`config.mk`:
```
export PLATFORM = sky130hd
export DESIGN_NAME = if_stage
export DESIGN_NICKNAME = d
export VERILOG_FILES = /design/src/rtl/riscv_pkg.sv /design/src/rtl/fetch_fifo.sv /design/src/rtl/if_stage.sv
export SDC_FILE = /design/constraint.sdc
export NUM_CORES = 1
export LEC_CHECK = 0
export CAP_MARGIN = 20
export CORE_MARGIN = 3
export CORE_UTILIZATION = 50
export DETAILED_ROUTE_END_ITERATION = 16
export GPL_ROUTABILITY_DRIVEN = 0
export HOLD_SLACK_MARGIN = 0.02
export PLACE_DENSITY = 0.73
export SLEW_MARGIN = 20
export SYNTH_ARGS = -nofsm -noshare
export SYNTH_HDL_FRONTEND = slang
export SYNTH_HIERARCHICAL = 1
export SYNTH_SLANG_ARGS = --single-unit
```
`constraint.sdc`:
```
create_clock -name clk -period 10.4 [get_ports clk]
set_clock_uncertainty 0.1 [all_clocks]
set_input_delay 1.04 -clock clk [delete_from_list [all_inputs] [get_ports clk]]
set_output_delay 1.04 -clock clk [all_outputs]
set_load 0.03 [all_outputs]
```
`src/rtl/riscv_pkg.sv`:
```
// Shared types and defaults for the front-end pipeline (IF/ID).
package riscv_pkg;

  localparam logic [63:0] RESET_PC_DEFAULT = 64'h0000_0000_8000_0000;

  // IF -> ID pipeline register contents.
  typedef struct packed {
    logic        valid;
    logic [63:0] pc;
    logic [31:0] instr;
  } if_id_reg_t;

  // Entry stored by fetch_fifo; the PC queue leaves instr unused.
  typedef struct packed {
    logic [63:0] pc;
    logic [31:0] instr;
  } fetch_entry_t;

  // Instruction fetches are always word aligned.
  function automatic logic [63:0] align_word(input logic [63:0] addr);
    return {addr[63:2], 2'b00};
  endfunction

endpackage

```
`src/rtl/fetch_fifo.sv`:
```
// Small circular FIFO of {pc, instr} entries with synchronous clear and occupancy count.
module fetch_fifo
  import riscv_pkg::*;
#(
  parameter int unsigned Depth = 2
) (
  input  logic                       clk_i,
  input  logic                       rst_ni,
  input  logic                       clear_i,
  input  logic                       push_i,
  input  fetch_entry_t               data_i,
  input  logic                       pop_i,
  output fetch_entry_t               data_o,
  output logic [$clog2(Depth+1)-1:0] count_o,
  output logic                       empty_o,
  output logic                       full_o
);

  localparam int unsigned CntW = $clog2(Depth + 1);
  localparam int unsigned PtrW = (Depth > 1) ? $clog2(Depth) : 1;

  fetch_entry_t    mem_q [Depth];
  logic [PtrW-1:0] wr_q, wr_d, rd_q, rd_d;
  logic [CntW-1:0] count_q, count_d;
  logic            push_eff, pop_eff;

  assign empty_o = (count_q == '0);
  assign full_o  = (count_q == CntW'(Depth));
  assign count_o = count_q;
  assign data_o  = mem_q[rd_q];

  // A full FIFO may still accept a push when it is popped in the same cycle.
  assign pop_eff  = pop_i && !empty_o;
  assign push_eff = push_i && (!full_o || pop_eff);

  // Pointer and occupancy next-state.
  always_comb begin
    wr_d    = wr_q;
    rd_d    = rd_q;
    count_d = count_q;
    if (push_eff) wr_d = (wr_q == PtrW'(Depth - 1)) ? '0 : wr_q + PtrW'(1);
    if (pop_eff)  rd_d = (rd_q == PtrW'(Depth - 1)) ? '0 : rd_q + PtrW'(1);
    if (push_eff && !pop_eff) count_d = count_q + CntW'(1);
    if (!push_eff && pop_eff) count_d = count_q - CntW'(1);
  end

  // Control state; clear behaves like reset.
  always_ff @(posedge clk_i) begin
    if (!rst_ni || clear_i) begin
      wr_q    <= '0;
      rd_q    <= '0;
      count_q <= '0;
    end else begin
      wr_q    <= wr_d;
      rd_q    <= rd_d;
      count_q <= count_d;
    end
  end

  // Storage array, no reset needed: entries are only read when counted valid.
  always_ff @(posedge clk_i) begin
    if (push_eff) mem_q[wr_q] <= data_i;
  end

  // The producer's credit scheme must never push into a full FIFO.
  a_no_overflow : assert property (@(posedge clk_i) disable iff (!rst_ni)
    !(push_i && full_o && !pop_i && !clear_i));

endmodule

```
`src/rtl/if_stage.sv`:
```
// Instruction fetch stage: credit-limited request issue, in-order PC tagging,
// stall buffering and redirect with discard of stale responses.
module if_stage
  import riscv_pkg::*;
#(
  parameter logic [63:0] RESET_PC        = RESET_PC_DEFAULT,
  parameter int unsigned MAX_OUTSTANDING = 2
) (
  input  logic        clk,
  input  logic        rst_n,
  input  logic        stall,
  input  logic        redirect,
  input  logic [63:0] redirect_pc,
  output logic        imem_req_valid,
  input  logic        imem_req_ready,
  output logic [63:0] imem_req_addr,
  input  logic        imem_rsp_valid,
  input  logic [31:0] imem_rsp_data,
  output if_id_reg_t  if_id_reg
);

  localparam int unsigned CntW = $clog2(MAX_OUTSTANDING + 1);

  logic [63:0]     pc_q, pc_d;
  logic [CntW-1:0] discard_q, discard_d;
  if_id_reg_t      if_id_q, if_id_d;

  fetch_entry_t    pcq_head, rsp_head, pcq_in, rsp_in;
  logic [CntW-1:0] pcq_count, rsp_count;
  logic            pcq_empty, pcq_full, rsp_empty, rsp_full;
  logic            fire, credit_ok, rsp_keep, rsp_push, rsp_pop;
  logic            unused_sig;

  // pcq_count is every request still in flight, including ones to be discarded.
  assign credit_ok      = (32'(pcq_count) + 32'(rsp_count)) < MAX_OUTSTANDING;
  assign imem_req_valid = rst_n && !redirect && (discard_q == '0) && credit_ok;
  assign imem_req_addr  = align_word(pc_q);
  assign fire           = imem_req_valid && imem_req_ready;

  // A response is kept only if it is not being flushed by a past or current redirect.
  assign rsp_keep = rst_n && imem_rsp_valid && (discard_q == '0) && !redirect;
  assign rsp_pop  = !stall && !redirect && !rsp_empty;
  assign rsp_push = rsp_keep && (stall || !rsp_empty);

  assign pcq_in = '{pc: imem_req_addr, instr: '0};
  assign rsp_in = '{pc: pcq_head.pc, instr: imem_rsp_data};

  fetch_fifo #(
    .Depth(MAX_OUTSTANDING)
  ) u_pc_queue (
    .clk_i  (clk),
    .rst_ni (rst_n),
    .clear_i(1'b0),
    .push_i (fire),
    .data_i (pcq_in),
    .pop_i  (imem_rsp_valid),
    .data_o (pcq_head),
    .count_o(pcq_count),
    .empty_o(pcq_empty),
    .full_o (pcq_full)
  );

  fetch_fifo #(
    .Depth(MAX_OUTSTANDING)
  ) u_rsp_fifo (
    .clk_i  (clk),
    .rst_ni (rst_n),
    .clear_i(redirect),
    .push_i (rsp_push),
    .data_i (rsp_in),
    .pop_i  (rsp_pop),
    .data_o (rsp_head),
    .count_o(rsp_count),
    .empty_o(rsp_empty),
    .full_o (rsp_full)
  );

  assign unused_sig = ^{pcq_head.instr, pcq_full, rsp_full, pcq_empty};

  // Next fetch PC, discard counter and IF/ID register contents.
  always_comb begin
    pc_d      = pc_q;
    discard_d = discard_q;
    if_id_d   = if_id_q;

    if (redirect)  pc_d = redirect_pc;
    else if (fire) pc_d = pc_q + 64'd4;

    if (redirect) begin
      // Everything still in flight becomes stale, minus a response landing now.
      discard_d = pcq_count - CntW'(imem_rsp_valid && (pcq_count != '0));
    end else if (imem_rsp_valid && (discard_q != '0)) begin
      discard_d = discard_q - CntW'(1);
    end

    if (redirect) begin
      if_id_d = '0;
    end else if (!stall) begin
      if (!rsp_empty) begin
        if_id_d = '{valid: 1'b1, pc: rsp_head.pc, instr: rsp_head.instr};
      end else if (rsp_keep) begin
        if_id_d = '{valid: 1'b1, pc: pcq_head.pc, instr: imem_rsp_data};
      end else begin
        if_id_d = '0;
      end
    end
  end

  // State registers with synchronous active-low reset.
  always_ff @(posedge clk) begin
    if (!rst_n) begin
      pc_q      <= RESET_PC;
      discard_q <= '0;
      if_id_q   <= '0;
    end else begin
      pc_q      <= pc_d;
      discard_q <= discard_d;
      if_id_q   <= if_id_d;
    end
  end

  assign if_id_reg = if_id_q;

endmodule

```
==> metrics.txt <==
Remaining DRCs 0; Post-Syn Area 19940 um^2; wirelength, routed 51950 um; CTS resizes 0; full die area 42310 um^2; cell repeated most along the worst path buf_4; Reg2Reg Capture Point u_pc_queue/mem_q[0][74]$_DFFE_PP_; # hold bufs at CTS 0; CTS Sinks between 400 and 500; clock slew at reported path FFs 0.06 ns; DRT Pass-1 Iters 6; RSZ-0062 raised after global routing no; Sum Neg Setup Slack 0 ns; worst reg2reg path startpoint u_pc_queue/count_o[0]$_SDFFE_PP0P_; synth-to-layout area growth 22.24%; worst path bufs/invs 5; slew margin rel. between 20% and 30%; vias in the first global route 13440; global-route wire length before repair 78600 um; Worst Setup Path Type primary input to flop; most common cell after layout, fill and taps aside edfxtp_1; Crit path max-delay family buffers and inverters; area taken by multi-input logic gates between 6000 and 7000 um^2; largest stage delay on the critical path 0.92 ns; minimum clock period 4.993 ns; CTS Buf Count 49; Detail Route Antenna Nets 0; crit path to u_rsp_fifo/mem_q[1][54]$_DFFE_PP_; Post-DP Area ~23000 um^2; root buf cell clkbuf_16; worst vdd ir around 0.10 mV; max reg flops 192; Via Count 13540; antenna violations before repair 0; fraction of layout cells with a size suffix above 1 16.02%; cell count after synthesis 1433; critical path arrival 5.08 ns; Port Buf Inserts 259; CTS tree yes; insertion delay to the later sink of the worst-skew pair 0.58 ns; GRT Util Overall 24.23%; First DRT Iteration DRCs 1520; Max Freq 200.3 MHz; average wire per standard cell ~23 um; Post-Layout Cell Count approximately 2200; vias per cell about 6; final period utilization 48.01%; Startpoint Class primary input; final hold violations 0; status complete, no violations; Detail Placement HPWL 31740 um; filler cell count 2951; CTS HTree Levels 2; WP depth 9; max-slew violations 0; CP Max Fanout 71; critical-path cell list buf_2, buf_4, inv_1, buf_4, nand2_4, nor3_1, o21ai_2, nor2_4, buf_4; FF/Latch Area 13040 um^2; most frequent cells in the layout edfxtp_1, clkdlybuf4s50_1, dfxtp_1, nor2_1, a222oi_1; slowest CP cell buf_4; clock tree buffer depth 3; Critical Path Start redirect; PwrDens 168.3 nW/um^2; Core Rows 72; Die Span Y ~210 um; Post-CTS Setup Repair Bufs 0; Static Leak 8.002 nW; largest net degree at the start of global routing 81; Final setup viols 0; I/O pin cnt about 260; Crit path required time about 10 ns; Synth Warn # 6; Hold Crit Class flop to flop; Worst Reg-to-Reg Cells 9; # nets final 1775; post-layout instance area 24380 um^2; Ant. Diodes 0; max-cap viol count 0; Initial Util 51.12%; total gr overflow 0; crit path capture type flop; synthesized area per cell 13.92 um^2; Die X 205.7 um; Worst Hold Slack between 0.3 and 0.4 ns; worst slew pin tran 1.105 ns; Reg2Reg Setup Slack 6.30 ns; core area 39010 um^2; placed cells 2136
[where the power goes]
part	internal (mW)	total [mW]	leakage (nW)	switching, mW
clock network	0.982	1.70	0.764	0.715
logic	0.107	0.251	2.96	0.143
registers	2.11	2.15	4.28	0.0469
[tightest hold or removal path, stage by stage, from the launching register on]
cell	delay, ns
dfxtp_1	0.31
inv_1	0.05
a221oi_1	0.06
[final cells by class]
class	count	share of cell area, %
Sequential cell	491	53.50
Clock buffer	75	5.934
Clock inverter	17	0.4414
Inverter	15	0.2310
Multi-Input combinational cell	835	26.08
Timing Repair Buffer	277	11.16
Tap cell	518	2.659
[per-layer routing]
layer	vias to the layer above	share of wire, %	track usage (%)
met5	-	0	0
met4	0	2.3	7.420
met3	89	9.2	4.968
met2	727	48	39.93
met1	6666	40	32.50
li1	6059	-	-
[through the flow]
step / setup WS, ns / power (mW) / util, %
CTS: 5.447 / 4.142 / 62.49
global route: 5.163 / 4.235 / 62.49
finish: 5.407 / 4.102 / 62.49
floorplan: 3.217 / 2.311 / -
global placement: 4.866 / 2.438 / 58.51
detailed placement: 4.822 / 2.445 / 58.51
[worst min-delay path by stage]
| stage | start | to | cells after the start |
|---|---|---|---|
| after floorplan | u_pc_queue/rd_q$_SDFFE_PP0P_ | flop | 2 |
| after global placement | if_id_reg[96]$_SDFFE_PP0N_ | if_id_reg[96]$_SDFFE_PP0N_ | 2 |
| after detailed placement | if_id_reg[96]$_SDFFE_PP0N_ | if_id_reg[96]$_SDFFE_PP0N_ | 2 |
| after CTS | if_id_reg[96]$_SDFFE_PP0N_ | if_id_reg[96]$_SDFFE_PP0N_ | 2 |
| after global routing | if_id_reg[96]$_SDFFE_PP0N_ | if_id_reg[96]$_SDFFE_PP0N_ | 2 |
| final | if_id_reg[96]$_SDFFE_PP0N_ | if_id_reg[96]$_SDFFE_PP0N_ | 2 |
(Power assumes the default switching activity.)
